===== src/rtl/period_detect.sv =====
// Rising zero-crossing period detector with hysteresis on a signed sample stream.
// Optional PERIOD_AVG_EN macro: report the mean of the last four measurements.
module period_detect #(
    parameter int              SW         = 24,
    parameter int              PW         = 26,
    parameter logic [SW-1:0]   HYST       = SW'(24'h010000),
    parameter logic [PW-1:0]   MAX_PERIOD = PW'(26'h3FFFFFF)
) (
    input  logic          clk_i,
    input  logic          rst_i,
    input  logic          en_i,
    input  logic          sample_valid_i,
    input  logic [SW-1:0] sample_i,
    output logic [PW-1:0] period_o,
    output logic          period_valid_o,
    output logic          locked_o,
    output logic          timeout_o
);

    // state     | meaning
    // IDLE      | detector disabled, measurement discarded
    // SEEK_LOW  | disarmed, waiting for sample < -HYST
    // SEEK_HIGH | armed, waiting for sample >= +HYST (crossing)
    typedef enum logic [1:0] {
        IDLE      = 2'd0,
        SEEK_LOW  = 2'd1,
        SEEK_HIGH = 2'd2
    } state_t;

    localparam logic [PW-1:0]        CNT_ONE  = PW'(1);
    localparam logic signed [SW-1:0] HYST_POS = HYST;
    localparam logic signed [SW-1:0] HYST_NEG = -HYST_POS;

    state_t        state_q, state_d;
    logic [PW-1:0] cnt_q, cnt_d;
    logic          have_ref_q, have_ref_d;
    logic [PW-1:0] period_q, period_d;
    logic          period_valid_q, period_valid_d;
    logic          locked_q, locked_d;
    logic          timeout_q, timeout_d;

    logic signed [SW-1:0] sample_s;
    logic                 below_neg;
    logic                 at_pos;
    logic                 crossing;
    logic                 expire;

    assign sample_s  = $signed(sample_i);
    assign below_neg = (sample_s < HYST_NEG);
    assign at_pos    = (sample_s >= HYST_POS);
    assign crossing  = (state_q == SEEK_HIGH) && at_pos;
    assign expire    = have_ref_q && (cnt_q == MAX_PERIOD);

`ifdef PERIOD_AVG_EN
    logic [3:0][PW-1:0] hist_q, hist_d;
    logic [PW+1:0]      sum_q, sum_d;
    logic [2:0]         fill_q, fill_d;
`endif

    always_comb begin
        state_d        = state_q;
        cnt_d          = cnt_q;
        have_ref_d     = have_ref_q;
        period_d       = period_q;
        period_valid_d = 1'b0;
        locked_d       = locked_q;
        timeout_d      = 1'b0;
`ifdef PERIOD_AVG_EN
        hist_d         = hist_q;
        sum_d          = sum_q;
        fill_d         = fill_q;
`endif

        if (!en_i) begin
            state_d    = IDLE;
            cnt_d      = '0;
            have_ref_d = 1'b0;
            locked_d   = 1'b0;
`ifdef PERIOD_AVG_EN
            hist_d     = '0;
            sum_d      = '0;
            fill_d     = '0;
`endif
        end else if (state_q == IDLE) begin
            state_d = SEEK_LOW;
        end else if (sample_valid_i) begin
            if (crossing) begin
                // Crossing takes priority over timeout, so cnt may equal MAX_PERIOD here.
                state_d    = SEEK_LOW;
                cnt_d      = CNT_ONE;
                have_ref_d = 1'b1;
                if (have_ref_q) begin
`ifdef PERIOD_AVG_EN
                    hist_d = {hist_q[2:0], cnt_q};
                    sum_d  = sum_q - {2'b00, hist_q[3]} + {2'b00, cnt_q};
                    fill_d = (fill_q == 3'd4) ? fill_q : fill_q + 3'd1;
                    if (fill_d == 3'd4) begin
                        period_d       = sum_d[PW+1:2];
                        period_valid_d = 1'b1;
                        locked_d       = 1'b1;
                    end
`else
                    period_d       = cnt_q;
                    period_valid_d = 1'b1;
                    locked_d       = 1'b1;
`endif
                end
            end else if (expire) begin
                state_d    = SEEK_LOW;
                cnt_d      = '0;
                have_ref_d = 1'b0;
                locked_d   = 1'b0;
                timeout_d  = 1'b1;
`ifdef PERIOD_AVG_EN
                hist_d     = '0;
                sum_d      = '0;
                fill_d     = '0;
`endif
            end else begin
                if (have_ref_q) begin
                    cnt_d = cnt_q + CNT_ONE;
                end
                if ((state_q == SEEK_LOW) && below_neg) begin
                    state_d = SEEK_HIGH;
                end
            end
        end
    end

    always_ff @(posedge clk_i or posedge rst_i) begin
        if (rst_i) begin
            state_q        <= IDLE;
            cnt_q          <= '0;
            have_ref_q     <= 1'b0;
            period_q       <= '0;
            period_valid_q <= 1'b0;
            locked_q       <= 1'b0;
            timeout_q      <= 1'b0;
        end else begin
            state_q        <= state_d;
            cnt_q          <= cnt_d;
            have_ref_q     <= have_ref_d;
            period_q       <= period_d;
            period_valid_q <= period_valid_d;
            locked_q       <= locked_d;
            timeout_q      <= timeout_d;
        end
    end

`ifdef PERIOD_AVG_EN
    always_ff @(posedge clk_i or posedge rst_i) begin
        if (rst_i) begin
            hist_q <= '0;
            sum_q  <= '0;
            fill_q <= '0;
        end else begin
            hist_q <= hist_d;
            sum_q  <= sum_d;
            fill_q <= fill_d;
        end
    end
`endif

    assign period_o       = period_q;
    assign period_valid_o = period_valid_q;
    assign locked_o       = locked_q;
    assign timeout_o      = timeout_q;

endmodule


===== config.mk =====
export PLATFORM = sky130hd
export DESIGN_NAME = period_detect
export DESIGN_NICKNAME = d
export VERILOG_FILES = /design/src/rtl/period_detect.sv
export SDC_FILE = /design/constraint.sdc
export NUM_CORES = 1
export LEC_CHECK = 0
export CAP_MARGIN = 0
export CORE_ASPECT_RATIO = 0.9
export CORE_MARGIN = 2
export CORE_UTILIZATION = 52
export DETAILED_ROUTE_END_ITERATION = 10
export GPL_TIMING_DRIVEN = 0
export HOLD_SLACK_MARGIN = 0.02
export PLACE_DENSITY = 0.89
export SYNTH_ARGS = -nofsm -noshare
export SYNTH_HDL_FRONTEND = slang
export SYNTH_SLANG_ARGS = --single-unit

===== constraint.sdc =====
create_clock -name clk_i -period 2 [get_ports clk_i]
set_input_delay 0.4 -clock clk_i [delete_from_list [all_inputs] [get_ports clk_i]]
set_output_delay 0.4 -clock clk_i [all_outputs]
set_load 0.01 [all_outputs]

==> results.txt, run 1 <==
* Total routing resource utilization after global routing: 22.9%
- Counting the fill cells in the layout gives 358.
* Most used flip-flop cell after synthesis: sky130_fd_sc_hd__dfrtp_1
- IO Pins: 57
- Signal arrival time at the worst endpoint: 2.20 ns
- The worst setup path is launched from a flop.
- Die area: about 6300 um2
- Row generation in the floorplan step produced 25 rows.
* Relative slew slack: approximately 65%
- The final-report max-slew violation count is 0.
- Number of instances in the placed design: 358
- WL per Instance: ~18 um
- Clk_skew: slightly above 0.008 ns
- Overall power consumption after layout is estimated at 2.47 mW.
- Antenna-violating nets left: 0
- TritonCTS built the clock tree.
- Post-route clock period utilization: 96.7%
* Leading cell type in the layout, fill and taps excluded: sky130_fd_sc_hd__dfrtp_1
- Via count of the routed design: 2360
- Counting the buffers created by CTS gives 9.
* Syn_area_per_cell: 11.7 um2
- Summed over all failing endpoints, the final setup total negative slack is 0 ns.
- Warnings, synthesis: 0
- The analysis attributes to cell leakage a power of between 1.5 and 2 nW.
- Net total in the final layout: 347
* Area used by sequential logic in the layout: 1460 um2
* Xor/xnor cell area share of the yosys netlist: 4.18%
- Drt total wl: ~7000 um
- Largest net degree at the start of global routing: 35
- After floorplanning, the core was sized to cover 5350 um2.
- In the routed design, unresolved DRC markers number 0.
- Deepest level of the CTS H-tree: 3
- The synthesized design contains 58 register bits.
- Antenna violations before repair: 0
- Number of hold buffers added after cts: 0
- Most frequent cells in the layout: sky130_fd_sc_hd__dfrtp_1, sky130_fd_sc_hd__clkdlybuf4s50_1, sky130_fd_sc_hd__mux2_4
- Synthesis produced a netlist with a net count of 279.
- Achievable clock frequency: 0.517 GHz
- Netlist Area Pre-Place: 2930 um2
* N_diodes: 0
- Proportion of layout cells with a drive suffix above 1: 27.6%
* Pwr per Cell Area: 641 nW/um2
- Result of the run: completed
- Of the total synthesized cell area, the portion taken by AND, OR, NAND and NOR gates is 15.8%.
- Tightest Pin Transition: 0.523 ns
- Multiplexer share of the synthesized area: between 10% and 20%
- The critical path in this run is classified as flop to flop.
* Total congestion overflow after global routing: 0
- Setup slack on the worst reg-to-reg path comes out at 0.07 ns.
* Number of failing hold endpoints at the final stage: 0
- Counting every sink on the clock net gives 58.
- Across the run, the number of max-cap violations was 0.
- At the worst endpoint, the required time is 2.26 ns.
- First-pass GRT wire length: 11000 um
* Combinational family with the most area after synthesis: simple AND/OR/NAND/NOR gates
* Total iterations of the first detailed-routing run: 5
* Synth async-reset ratio: 100%
- Shortest period the worst path allows: 1.93 ns
- Clock edge transition at the registers on the reported setup and hold paths: approximately 0.070 ns
- Max Buffers Root-to-Sink: 2
- Root cell of the clock tree: sky130_fd_sc_hd__clkbuf_8
- Startpoint of the most critical register-to-register path: cnt_q[2]
* IO Port Bufs: 40
- Routed vias/inst: 6.05
- Final weighted congestion of routability-driven global placement: 0.867
- Number of flops mapped to enable cells by yosys: 0
- The first routing iteration left between 100 and 150 violations.
- The worst setup path is captured at a flop.
- Biggest fanout along the worst timing path: 9
* Area of the multi-input gates: 1430 um2
- In this run the worst hold path is classified as input pin to async pin.
- Of the total synthesized cell area, the portion taken by full adders, half adders and majority gates is 0.427%.
- DP HPWL: 4480 um
* Die width: between 80 and 90 um
- Crit. Startpoint: cnt_q[2]
- Via count of the first global-routing pass: 2306
- VDD IR max: 0.000607 V
- Die Span Y: between 70 and 80 um
* Cells after synthesis: 250
* Insertion delay of the later-clocked pin in the worst-skew pair: 0.34 ns
- The finished layout holds 390 standard cells, fillers aside.
- The share of the Yosys chip area taken by registers is between 40% and 50%.
* Count of unique library cells instantiated by Yosys: 51
* Worst reg-to-reg path cell count: 5
* Synthesized-area fraction occupied by ao, oa, aoi and oai cells: a little over an eighth
- Initial Util: between 50% and 60%
- Endpoints failing setup: 0
- Relative to the synthesized area, the layout overhead comes to 31.7%.
-- layer usage --
layer / share of wire [%] / global-route usage, % / vias to the layer above
met5: 0 / 0 / -
met3: 6.3 / 6.36 / 25
li1: - / - / 1068
met4: 2.7 / 11.3 / 0
met2: 49 / 38.4 / 106
met1: 42 / 28.0 / 1161
-- critical path, cell delays in order, from the launching register on --
cell                       delay (ns)
sky130_fd_sc_hd__dfrtp_1         0.45
sky130_fd_sc_hd__and3_1          0.19
sky130_fd_sc_hd__clkbuf_1        0.40
sky130_fd_sc_hd__o211ai_4        0.20
sky130_fd_sc_hd__or4_1           0.44
sky130_fd_sc_hd__a21oi_1         0.18
-- registers in the layout, summed over array words and instances, names as in the netlist --
register,count
have_ref_q,1
period_valid_o,1
period_o,26
cnt_q,26
locked_o,1
timeout_o,1
state_q,2
-- metrics by stage --
step / cell area, um2 / setup slack (ns) / util, % / hold WS, ns
2_1_floorplan: 2930 / 0.172 / - / 0.489
6_report: 3860 / 0.0669 / 72.2 / 0.411
5_1_grt: 3860 / -0.0288 / 72.2 / 0.463
4_1_cts: 3700 / 0.00646 / 69.3 / 0.424
3_5_place_dp: 3430 / -0.457 / 64.2 / 0.496
3_3_place_gp: 3410 / -0.778 / 63.8 / 0.493
-- final cells by class --
| type | count | share of cell area [%] |
|---|---|---|
| inverter | 9 | 0.875 |
| multi-input combinational | 174 | 37.1 |
| buffer | 9 | 2.33 |
| sequential | 58 | 37.7 |
| tap | 67 | 2.17 |
| timing repair buffer | 57 | 14.5 |
| clock buffer | 12 | 4.02 |
| clock inverter | 4 | 1.30 |
-- synth_stat cells, types with 2 or more instances --
| cell | count | area share [%] |
|---|---|---|
| sky130_fd_sc_hd__mux2_4 | 19 | 9.7 |
| sky130_fd_sc_hd__o22ai_1 | 2 | 0.43 |
| sky130_fd_sc_hd__and2_1 | 2 | 0.43 |
| sky130_fd_sc_hd__buf_12 | 2 | 1.4 |
| sky130_fd_sc_hd__o211ai_1 | 2 | 0.51 |
| sky130_fd_sc_hd__o2111ai_1 | 8 | 2.4 |
| sky130_fd_sc_hd__buf_4 | 2 | 0.51 |
| sky130_fd_sc_hd__o21a_1 | 2 | 0.51 |
| sky130_fd_sc_hd__xnor2_1 | 5 | 1.5 |
| sky130_fd_sc_hd__nor2_2 | 2 | 0.43 |
| sky130_fd_sc_hd__inv_1 | 8 | 1.0 |
| sky130_fd_sc_hd__xor2_1 | 9 | 2.7 |
| sky130_fd_sc_hd__nor3_1 | 2 | 0.34 |
| sky130_fd_sc_hd__mux2_2 | 7 | 2.7 |
| sky130_fd_sc_hd__o31ai_1 | 5 | 1.3 |
| sky130_fd_sc_hd__nand4_2 | 2 | 0.85 |
| sky130_fd_sc_hd__or3_1 | 4 | 0.85 |
| sky130_fd_sc_hd__nand3_1 | 7 | 1.2 |
| sky130_fd_sc_hd__clkbuf_1 | 3 | 0.38 |
| sky130_fd_sc_hd__a21oi_1 | 11 | 1.9 |
| sky130_fd_sc_hd__nand2_1 | 8 | 1.0 |
| sky130_fd_sc_hd__nand4_1 | 7 | 1.5 |
| sky130_fd_sc_hd__nor2_1 | 19 | 2.4 |
| sky130_fd_sc_hd__or4_1 | 5 | 1.3 |
| sky130_fd_sc_hd__o21ai_0 | 15 | 2.6 |
| sky130_fd_sc_hd__nor4_1 | 3 | 0.64 |
| sky130_fd_sc_hd__and3_1 | 4 | 0.85 |
| sky130_fd_sc_hd__a31oi_1 | 2 | 0.43 |
| sky130_fd_sc_hd__dfrtp_1 | 58 | 50 |
| sky130_fd_sc_hd__nor2b_1 | 3 | 0.64 |
| sky130_fd_sc_hd__o21ai_1 | 2 | 0.34 |
-- what timing repair did --
| action | CTS | global route |
|---|---|---|
| gates cloned | 0 | 0 |
| setup buffers | 7 | 9 |
| resized for setup | 6 | 23 |
| pin swaps | 3 | 4 |
| setup endpoints to repair | 41 | 46 |
-- cell families after synthesis --
kind of cell	after synthesis
AND/OR/NAND/NOR	77
flip-flops	58
AO/OA/AOI/OAI	56
buffers and inverters	18
adder cells (fa/ha/maj)	1
multiplexers	26
XOR/XNOR	14
-- path summary, 6_finish.rpt --
| check | end |
|---|---|
| worst min register to register | period_o[4] |
| worst max register to register | cnt_q[17] |
| worst min-delay path | period_o[9] |
| worst max-delay path | cnt_q[17] |
| max in group asynchronous | state_q[1] |
| min in group clk_i | have_ref_q |
-- report_power, final --
part	internal (mW)	switching (mW)	leakage [nW]
registers	1.18	0.0194	0.800
logic	0.0595	0.0944	0.768
clock network	0.641	0.473	0.0986
total	1.89	0.587	1.67
Power figures use the tool's default switching activity.
==> run 2, diff against run 1 <==
Settings changed: SLEW_MARGIN from default to 30.
==> run 2 against run 1 <==
Against the previous run: combinational power fell by 3%; fmax rose by 0.32%; register-to-register slack improved by 0.03 ns; sequential power is essentially flat; sequential share of layout area increased by 0.63 points; highest routed layer unchanged; flip-flop and latch count unchanged; largest cell class unchanged; global-route usage down 0.81 points; non-clock buffer count is 5 lower; critical path depth increased by 3; worst setup slack better by 0.0061 ns.
==> results.txt, run 2 (same netlist as run 1, synthesis figures left out) <==
- Insertion delay of the later-clocked pin in the worst-skew pair: around 0.34 ns
* Net total in the final layout: ~340
* Clk sinks: 58
- Once detail routing completed, the nets flagged for antenna violations numbered 0.
- For this design the ratio of total power to cell area is 606 nW/um2.
- Setup repair after global routing missed its margin: false
- The worst setup path is captured at a flop.
- The die covers roughly 6300 um2.
- After clock tree synthesis, the clock-pin slew on the worst setup and hold paths is 0.07 ns.
- Switch Pwr: 0.577 mW
- Hold slack: 0.369 ns
* Non-filler instance count after layout: 386
* Destination of the critical timing path: cnt_q[7]
- IO Pins: 57
* Proportion of layout cells with a drive suffix above 1: 26.0%
- Entering global routing, the biggest net connects 35 pins.
* Tightest Pin Transition: 0.381 ns
- Total congestion overflow after global routing: 0
* Synth-to-Final Area Change: 29.1%
* Die Span Y: 75.2 um
- The top cell types in the final layout, fill and taps aside, are sky130_fd_sc_hd__dfrtp_1, sky130_fd_sc_hd__clkdlybuf4s50_1, sky130_fd_sc_hd__mux2_4.
- The initial antenna violation count is 0.
- Cells along the critical path: clkdlybuf4s50_1 -> nor3_4 -> a2111oi_4 -> buf_4 -> a31oi_1 -> o21ai_2 -> buf_4 -> nor2_1
* Worst reg-to-reg path cell count: 5
* Routed met3 length: 409 um
- WL per Instance: 17.5 um
- The number of buffers and inverters on the critical path is 3.
- Depth of the critical timing path with buffers and inverters included: 8
* Number of failing hold endpoints at the final stage: 0
- Kind of cell adding the most delay to the critical path: buffers and inverters
- Signal arrival time at the worst endpoint: 2.19 ns
- Initial Util: 54.8%
* DP HPWL: between 4000 and 5000 um
* Total routing resource utilization after global routing: 22.1%
* Classification of the worst setup path: input pin to flop
- The library cell used most frequently in the layout, excluding fill and tap cells, is sky130_fd_sc_hd__dfrtp_1.
* Count of unresolved DRC violations after routing: 0
- First-pass GRT wire length: 10700 um
- The analysis attributes to cell leakage a power of 1.60 nW.
- Die width: a little over 80 um
- Minimum setup slack among reg-to-reg paths: 0.10 ns
- Summing over every cut layer, the via total after detailed routing is 2355.
* Power after layout: 2.29 mW
- CTS built an H-tree with a depth of 3.
- After floorplanning, the core was divided into 25 placement rows.
- The clock passes through at most 2 buffers.
- Total non-filler cell area in the finished layout: 3780 um2
- VDD IR max: roughly 0.00056 V
- Across the run, the number of max-cap violations was 0.
- Total iterations of the first detailed-routing run: 5
* Final weighted congestion of routability-driven global placement: 0.867
- During placement, the flow inserted port buffers numbering 40.
- Including well taps, the total number of placed cells is 358.
* Switching Share: between 20% and 30%
- N_diodes: 0
- Final Max Slew Viols: 0
- Crit. Startpoint: sample_i[20]
- The routed design uses 3270 um of met2 wire.
- Root cell of the clock tree: sky130_fd_sc_hd__clkbuf_8
* Result of the run: completed
- Biggest fanout along the worst timing path: 10
- Shortest period the worst path allows: 1.93 ns
- Largest stage delay, worst path: 0.47 ns
- Top routing layer in use: met4
- Relative slew slack: 74.4%
* Achievable clock frequency: 0.519 GHz
- Most frequent CP cell: sky130_fd_sc_hd__buf_4
* Met1 WL: 2890 um
- Via count of the first global-routing pass: ~2300
- Iteration-0 DRC count of the detailed router: 178
* Clock tree from TritonCTS: built
* Startpoint of the most critical register-to-register path: cnt_q[8]
- End of the worst register-to-register path: cnt_q[17]
- The internal power of the cells totals around 1.7 mW.
* Standard cell core area: ~5300 um2
* Slowest stage cell on the critical path: sky130_fd_sc_hd__clkdlybuf4s50_1
* Critical path startpoint category: input pin
- The tightest min-delay check is of the input pin to async pin type.
- The final critical path takes up 96.3% of the cycle.
- For this block, the routed nets add up to 6740 um of wire.
* Routed vias/inst: 6.10
* Clk_skew: 0.00904 ns
- The share of total power dissipated in combinational logic is 6.5%.
- After detailed placement, the total cell area comes to about 3400 um2.
* Endpoints failing setup: 0
- WP data required: 2.26 ns
- Counting the buffers created by CTS gives 9.
* Register share of total power: 52.4%
- In this run, the clock network consumes 41.1% of the power.
run 2: layer usage:
layer | track usage [%] | vias up
met1 | 26.7 | 1163
met2 | 37.6 | 106
met3 | 7.57 | 25
met4 | 8.20 | 0
li1 | - | 1061
met5 | 0 | -
run 2: through the flow:
step / util, % / worst slack [ns] / TNS [ns]
6_report: 70.7 / 0.0730 / 0
5_1_grt: 70.7 / 0.00107 / 0
4_1_cts: 68.7 / 0.00833 / 0
3_5_place_dp: 64.3 / -0.467 / -20.28
3_3_place_gp: 63.8 / -0.778 / -62.36
2_1_floorplan: - / 0.172 / 0
run 2: final cells by class:
class | count | area (um2)
buffer | 8 | 83.8
clock buffer | 11 | 141
clock inverter | 5 | 30.0
fill | 373 | 1570
inverter | 9 | 36.3
multi-input combinational | 175 | 1430
sequential | 58 | 1450
tap | 67 | 83.8
timing repair buffer | 53 | 523
run 2: power by group through the flow:
stage | clock, mW | combinational [mW] | sequential, mW
after floorplan | 0 | 0.0759 | 1.22
after global placement | 0 | 0.123 | 1.22
after detailed placement | 0 | 0.137 | 1.22
after CTS | 0.954 | 0.137 | 1.20
after global routing | 1.00 | 0.165 | 1.20
final | 0.944 | 0.149 | 1.20
run 2: worst min path at each step:
stage | from | to | slack (ns) | cells after the start
3_3_place_gp | period_o[16] | period_o[16] | 0.49 | 1
3_5_place_dp | period_o[4] | period_o[4] | 0.50 | 1
4_1_cts | rst_i | period_o[19] | 0.38 | 2
6_report | rst_i | period_o[9] | 0.37 | 2
2_1_floorplan | cnt_q[1] | cnt_q[1] | 0.49 | 2
5_1_grt | rst_i | cnt_q[11] | 0.39 | 2
run 2: repair_timing:
| item | in CTS | in global routing |
|---|---|---|
| hold buffers | 0 | 0 |
| buffers inserted | 6 | 6 |
| resized for setup | 7 | 13 |
| pin swaps | 3 | 2 |
| cloned | 0 | 1 |
| setup endpoints to repair | 45 | 29 |
